[config.mk]
export PLATFORM = sky130hd
export DESIGN_NAME = sif_wa_write_buffer
export DESIGN_NICKNAME = d
export VERILOG_FILES = /design/src/rtl/sif_wa_write_buffer.sv
export SDC_FILE = /design/constraint.sdc
export NUM_CORES = 1
export LEC_CHECK = 0
export ABC_CLOCK_PERIOD_IN_PS = 8200
export CORE_UTILIZATION = 55
export CTS_BUF_LIST = sky130_fd_sc_hd__clkbuf_16
export DETAILED_ROUTE_END_ITERATION = 6
export PLACE_DENSITY = 0.81
export SLEW_MARGIN = 20
export SYNTH_ARGS = -nofsm -noshare
export SYNTH_HDL_FRONTEND = slang
export SYNTH_SLANG_ARGS = --single-unit
[constraint.sdc]
create_clock -name clk -period 8.2 [get_ports clk]
set_input_delay 0.82 -clock clk [delete_from_list [all_inputs] [get_ports clk]]
set_output_delay 0.82 -clock clk [all_outputs]
set_load 0.02 [all_outputs]
[src/rtl/sif_wa_write_buffer.sv]
// In-order write buffer between the SIF W-side write stream and a slower req/ack memory port.
// Reports fill level, an advisory full flag and a sticky overflow flag.
module sif_wa_write_buffer #(
   parameter int DEPTH = 8,
   parameter int AW    = 16,
   parameter int DW    = 16
) (
   input  logic                         clk,
   input  logic                         rst_n,
   input  logic                         wa_wr_s,
   input  logic [AW-1:0]                wa_addr,
   input  logic [DW-1:0]                wa_data_wr,
   output logic                         wa_full,
   output logic                         mem_req,
   output logic [AW-1:0]                mem_addr,
   output logic [DW-1:0]                mem_data,
   input  logic                         mem_ack,
   output logic [$clog2(DEPTH+1)-1:0]   fill_level,
   output logic                         ovf_err,
   input  logic                         ovf_clr
);

   localparam int PW = $clog2(DEPTH);
   localparam int FW = $clog2(DEPTH+1);

   typedef enum logic {IDLE, REQ} state_t;

   logic [AW+DW-1:0] fifo_q [DEPTH];
   logic [PW-1:0]    rd_ptr_q, rd_ptr_d, wr_ptr_q, wr_ptr_d, rd_ptr_nx;
   logic [FW-1:0]    fill_q, fill_d;
   state_t           state_q;
   logic             mem_req_q, full_q, ovf_q;
   logic [AW-1:0]    mem_addr_q;
   logic [DW-1:0]    mem_data_q;
   logic             push, pop, drop;
   logic [AW+DW-1:0] head_entry, next_entry;

   // A write into a full buffer still fits when the head leaves on the same edge.
   always_comb begin
      pop       = mem_req_q & mem_ack;
      push      = wa_wr_s & ((fill_q != FW'(DEPTH)) | pop);
      drop      = wa_wr_s & ~push;
      rd_ptr_nx = rd_ptr_q + PW'(1);
      rd_ptr_d  = pop  ? rd_ptr_nx : rd_ptr_q;
      wr_ptr_d  = push ? wr_ptr_q + PW'(1) : wr_ptr_q;
      fill_d    = fill_q;
      if (push && !pop) begin
         fill_d = fill_q + FW'(1);
      end else if (pop && !push) begin
         fill_d = fill_q - FW'(1);
      end
      head_entry = fifo_q[rd_ptr_q];
      next_entry = fifo_q[rd_ptr_nx];
   end

   always_ff @(posedge clk) begin
      if (push) begin
         fifo_q[wr_ptr_q] <= {wa_addr, wa_data_wr};
      end
   end

   always_ff @(posedge clk) begin
      if (!rst_n) begin
         state_q    <= IDLE;
         rd_ptr_q   <= '0;
         wr_ptr_q   <= '0;
         fill_q     <= '0;
         full_q     <= 1'b0;
         ovf_q      <= 1'b0;
         mem_req_q  <= 1'b0;
         mem_addr_q <= '0;
         mem_data_q <= '0;
      end else begin
         rd_ptr_q <= rd_ptr_d;
         wr_ptr_q <= wr_ptr_d;
         fill_q   <= fill_d;
         full_q   <= (fill_d == FW'(DEPTH));
         if (drop) begin
            ovf_q <= 1'b1;
         end else if (ovf_clr) begin
            ovf_q <= 1'b0;
         end
         case (state_q)
            IDLE: begin
               if (fill_q != '0) begin
                  {mem_addr_q, mem_data_q} <= head_entry;
                  mem_req_q <= 1'b1;
                  state_q   <= REQ;
               end
            end
            REQ: begin
               // Last entry acked: drop req for one cycle even if a new write lands now.
               if (mem_ack) begin
                  if (fill_q > FW'(1)) begin
                     {mem_addr_q, mem_data_q} <= next_entry;
                  end else begin
                     mem_req_q <= 1'b0;
                     state_q   <= IDLE;
                  end
               end
            end
            default: begin
               state_q   <= IDLE;
               mem_req_q <= 1'b0;
            end
         endcase
      end
   end

   assign wa_full    = full_q;
   assign mem_req    = mem_req_q;
   assign mem_addr   = mem_addr_q;
   assign mem_data   = mem_data_q;
   assign fill_level = fill_q;
   assign ovf_err    = ovf_q;

endmodule

# Word level (Yosys, flattened, before mapping)
# Memory sizes are Yosys's and may differ from the RTL's. A register that Yosys moved wholly into a read port is not among the register bits.
# Cells that the tools add are included.
[totals]
ff_bits = 46
latch_bits = 0
mem_bits_rw = 256
mem_bits_ro = 0
inputBits = 37
output_inout_bits = 39
elab_cells = 59
memories = 1
[memory_table]
columns = ["name", "depth", "width", "rd", "rd_clocked_by_memory_dff", "write_ports", "line", "rtl"]
rows = [
  ["fifo_q", 8, 32, 2, 1, 1, "28", "logic [AW+DW-1:0] fifo_q [DEPTH];"],
]
[classes]
addsub = 4
multipliers = 0
div = 0
n_lt_le_gt_ge = 1
n_eq_ne = 6
shift = 0
mux = 24
bitwise = 6
n_reduce_logical = 8
[ops]
columns = ["op", "count"]
rows = [
  ["two-way mux 16 bit", 6],
  ["case mux 16 bit (2 select lines)", 2],
  ["two-way mux 1 bit", 10],
  ["two-way mux 4 bit", 2],
  ["adder 3 x 1 -> 3 bit (second input constant)", 2],
  ["two-way mux 3 bit", 2],
  ["!= test 2 bit (second input constant)", 3],
  ["AND reduction 3 bit", 2],
  ["adder 4 x 1 -> 4 bit (second input constant)", 1],
  ["== test 4 bit (second input constant)", 1],
  ["greater-than comparator 4 x 1 -> 1 bit (second input constant)", 1],
  ["!= test 4 bit (second input constant)", 1],
  ["case mux 1 bit (2 select lines)", 2],
  ["nonzero test 4 bit", 1],
  ["subtractor 4 x 1 -> 4 bit (second input constant)", 1],
  ["AND 1 bit", 3],
  ["logical AND 1 bit", 2],
  ["zero test 1 bit", 2],
  ["!= test 2 x 1 -> 1 bit (second input constant)", 1],
  ["NOT 1 bit", 2],
  ["nonzero test 2 bit", 1],
  ["OR 1 bit", 1],
]

# Depth between registers and ports, before layout
[logic_depth]
depth_word = 8
depth_mapped = 7
ltp_nobuf = 6

# Worst setup path after synthesis
# OpenSTA, ideal clock, no wires.
[synth_path]
kind = "input port to flip-flop"
from = "in mem_ack"
to = "mem fifo_q[0][0] in the netlist's numbering, enable pin"
setup_ns = 0.461
arrival_ns = 3.692
required_ns = 7.739
setup_slack_ns = 4.047
stages = 5
path_buffers = 1
cell_sequence = "and2_1 buf_2 o21ai_1 or2_1 nor3_1"
[synth_between]
elab_chain_cells = 5
[synth_rtl]
columns = ["item", "line", "rtl"]
rows = [
  ["start, declared", "17", "input logic mem_ack,"],
  ["AND 1 bit", "40", "pop = mem_req_q & mem_ack;"],
  ["OR 1 bit", "41", "push = wa_wr_s & ((fill_q != FW'(DEPTH)) | pop);"],
  ["AND 1 bit", "41", ""],
  ["two-way mux 1 bit", "57", "if (push) begin"],
  ["two-way mux 1 bit (not written as such)", "58", "fifo_q[wr_ptr_q] <= {wa_addr, wa_data_wr};"],
  ["end, declared", "28", ""],
]
# No other way between the ends.

# Worst setup path in the final report
[layout_path]
from = "reg rd_ptr_q[0]"
to = "reg mem_data_q[8] (netlist: mem_data[8])"
[layout_between]
elab_chain_cells = 5
[layout_rtl]
columns = ["item", "line", "rtl"]
rows = [
  ["start, declared", "29", "logic [PW-1:0] rd_ptr_q, rd_ptr_d, wr_ptr_q, wr_ptr_d, rd_ptr_nx;"],
  ["start signal, assigned", "74", "rd_ptr_q <= rd_ptr_d;"],
  ["adder 3 x 1 -> 3 bit", "43", "rd_ptr_nx = rd_ptr_q + PW'(1);"],
  ["named net rd_ptr_nx[1]", "29", ""],
  ["memory (8 x 32 bit)", "--", ""],
  ["two-way mux 16 bit", "94", "if (fill_q > FW'(1)) begin"],
  ["two-way mux 16 bit", "93", "if (mem_ack) begin"],
  ["case mux 16 bit (2 select lines)", "83", "case (state_q)"],
  ["end signal, assigned", "86", "{mem_addr_q, mem_data_q} <= head_entry;"],
  ["end signal, assigned", "95", "{mem_addr_q, mem_data_q} <= next_entry;"],
  ["end, declared", "34", "logic [DW-1:0] mem_data_q;"],
]
# The timed path passes the listed nets, and every way through them passes these cells. The select of a mux whose other input is x is not followed.
# A chain may end at the register's enable or synchronous reset.

==> results.cfg <==
[status]
status = finished with violations
violations = design-rule violations

[clock_tree]
holdBufCountCts = 0
clockBufferDepth = 3
cts_sinks = 305
cts_buffers = 31
cts_root_buf = clkbuf_16
htreeDepth = 1
cts_setup_buffers = 0
cts-resized-gates = 0
clk_latency_ns = 0.56
cts_tree = yes
clk_pin_slew_worst_paths_ns = 0.07

[logic_synthesis]
ys_types = 43
synth_mux_area_frac = 0.252
synth_adder_area_share = 0.00549
syn_area_per_cell_um2 = 19.6
synth-simple-area-share = 0.0268
yosysSeqAreaShare = 0.634
synth_ff_type = edfxtp_1
synthArstFlopShare = 0
synth_top_family_by_area = multiplexers
yosys.area_share.xor_xnor = 0.00448
synth_nets = 742
yosysWarnings = 0
netlist_instances = 699
synth_edf_count = 256
ys_seq_elements = 305
synth_area_mm2 = 0.0137
synth_compound_area_frac = 0.0491

[timing]
worstMarginPinSlew_ns = 1.12
final.setup.tns_ns = 0
period_minus_slack_ns = 3.58
rsz0062_at_grt = false
finalCritPeriodShare = 0.437
holdWs_ns = 0.477
slew_viol_final = 0
setup_violations = 0
hold_violations = 0
setup_slack_ns = 4.62
fmax_mhz = 279
finClkSkew_ns = 0.0105
slew_headroom = 0.250

[finish]
area_growth_pct = 15.0
fill_cells = 1603
finalCoreUtilization = 0.645
layout-drive-gt1-share = 0.185
final_area_mm2 = 0.0157
nets = 816
antenna_cells = 0

[critical_path]
critPathCaptureType = flip-flop
critPathMaxStageDelay_ns = 0.77
crit_type = flip-flop to flip-flop
cp_cell_sequence = buf_4 > ha_4 > buf_4 > mux4_2 > o22ai_1 > a222oi_1
cp.arrival_ns = 3.95
start_kind = flip-flop
crit_path_frequent_cell = buf_4
crit_slowest_cell = buf_4
cp_max_fo = 66
required_ns = 8.57

[global_route]
grt_use_total = 0.251
grt_pass1_wl_um = 48100
overflow = 0
antenna_found_initial = 0
first_global_vias = 8161
grt_max_degree = 67

[placed_design]
portBuffers = 75
place_area_mm2 = 0.0147
dp_hpwl_um = 17000
post-place-ws_ns = 4.47
place_congestion = 0.794

[power_and_ir_drop]
vdd_drop_max_v = 0.000155
leakagePower_nw = 4.92
pwr-share-clk = 0.335
p_per_area_mw_per_mm2 = 262
power_frac_comb = 0.206
internal-power_mw = 2.99
switching_power_mw = 1.13
switching_share = 0.275
seqPwrFrac = 0.459

[drt]
vias = 7744
drcViolationCount = 1
finalWirelength_um = 31500
routedWlPerCell_um = 28.1
drt_iter0_drc = 896
antenna_left = 0
drt_first_pass_iters = 7
avgViaCountPerCell = 6.90

[floorplanning]
dieArea_mm2 = 0.0255
die_w_um = 160
core_region_area_mm2 = 0.0244
start_util = 0.561
dieHeight_um = 160
rows = 57
boundaryPins = 76

[job]
cap_violations = 0

[worst_hold_path]
hp-class = flip-flop to flip-flop
through the flow:
stage                     instances  power (mW)
after floorplan                 699        2.45
after global placement         1062        2.74
after detailed placement       1064        2.77
after CTS                      1122        4.14
after global routing           1122        4.25
final                          1122        4.13
final timing paths:
kind                                          startpoint                  endpoint  slack, ns  cells past startpoint
worst max-delay path            rd_ptr_q[0]$_SDFFE_PN0N_  mem_data[8]$_SDFFE_PN0P_       4.62                      6
worst min-delay path            mem_addr[0]$_SDFFE_PN0P_  mem_addr[0]$_SDFFE_PN0P_       0.48                      2
worst max register to register  rd_ptr_q[0]$_SDFFE_PN0N_  mem_data[8]$_SDFFE_PN0P_       4.62                      6
worst min register to register  mem_addr[0]$_SDFFE_PN0P_  mem_addr[0]$_SDFFE_PN0P_       0.48                      2
layout make-up:
type	instances	area, um2	share of cell area
clock buffers	31	776	0.0493
clock inverters	27	225	0.0143
inverters	5	18.8	0.00119
multi-input cells	336	4700	0.299
flip-flops and latches	305	8680	0.551
well taps	324	405	0.0258
repair buffers	94	933	0.0593
registers in the layout, summed over array words and instances (netlist names), 3 cells and up, named ones only:
register    count
mem_data       16
fifo_q        256
rd_ptr_q        3
fill_level      4
mem_addr       16
wr_ptr_q        3
cell families (layout without fill, tap and decap cells):
group | Yosys count | in the layout
adder cells (fa/ha/maj) | 6 | 6
AO/OA/AOI/OAI | 86 | 86
buffers and inverters | 58 | 157
AND/OR/NAND/NOR | 76 | 76
XOR/XNOR | 7 | 7
flip-flops | 305 | 305
multiplexers | 161 | 161
critical path, delay by kind of cell (launching register included):
kind	cells	cell delay, ns
adders and majority gates	1	0.71
buffers and inverters	2	1.43
AOI/OAI and AO/OA	2	0.27
DFF	1	0.31
muxes	1	0.59
metal layers:
layer  wire (um)  global-route usage
met1       11200               0.319
met2       16400               0.442
met3        2970              0.0371
met4         935              0.0913
met5           0                   0
power groups by stage:
stage          combinational (mW)  sequential (mW)  clock (mW)
4_1_cts                     0.852             1.89        1.40
5_1_grt                     0.894             1.90        1.45
6_report                    0.850             1.89        1.38
3_5_place_dp                0.844             1.93           0
3_3_place_gp                0.823             1.92           0
2_1_floorplan               0.467             1.98           0
Yosys cell counts (2+ instances only):
cell type / count / area [um2]
nor2_1: 17 / 63.8
xnor2_1: 5 / 43.8
nand2b_1: 4 / 25.0
dfxtp_1: 49 / 981
o211ai_1: 2 / 15.0
xor2_1: 2 / 17.5
a21oi_1: 7 / 35.0
nor3_1: 3 / 15.0
nand2_1: 39 / 146
a211oi_1: 3 / 22.5
o22ai_1: 32 / 200
and2_1: 4 / 25.0
mux2i_1: 33 / 330
edfxtp_1: 256 / 7690
buf_6: 19 / 214
buf_2: 17 / 85.1
ha_1: 6 / 75.1
mux4_2: 64 / 1440
mux4_1: 64 / 1680
inv_1: 5 / 18.8
clkbuf_1: 15 / 56.3
a222oi_1: 32 / 320
cell usage in the layout (no fill, tap or decap), types with 3 or more instances in the layout:
master           count
buf_4               17
mux4_2              64
and2_1               4
dfxtp_2              3
dfxtp_1             45
xnor2_1              5
nor2_1              11
inv_1               10
nor2_4               6
mux2i_1             33
clkinvlp_4           4
clkinv_2             4
a222oi_1            32
edfxtp_1           256
nand2b_1             4
a21oi_1              6
a211oi_1             3
clkinv_1             6
bufinv_16            3
inv_6                3
ha_1                 5
clkbuf_16           31
o22ai_1             32
clkdlybuf4s50_1     75
mux4_1              64
nand2_1             38
(Power assumes the default switching activity.)
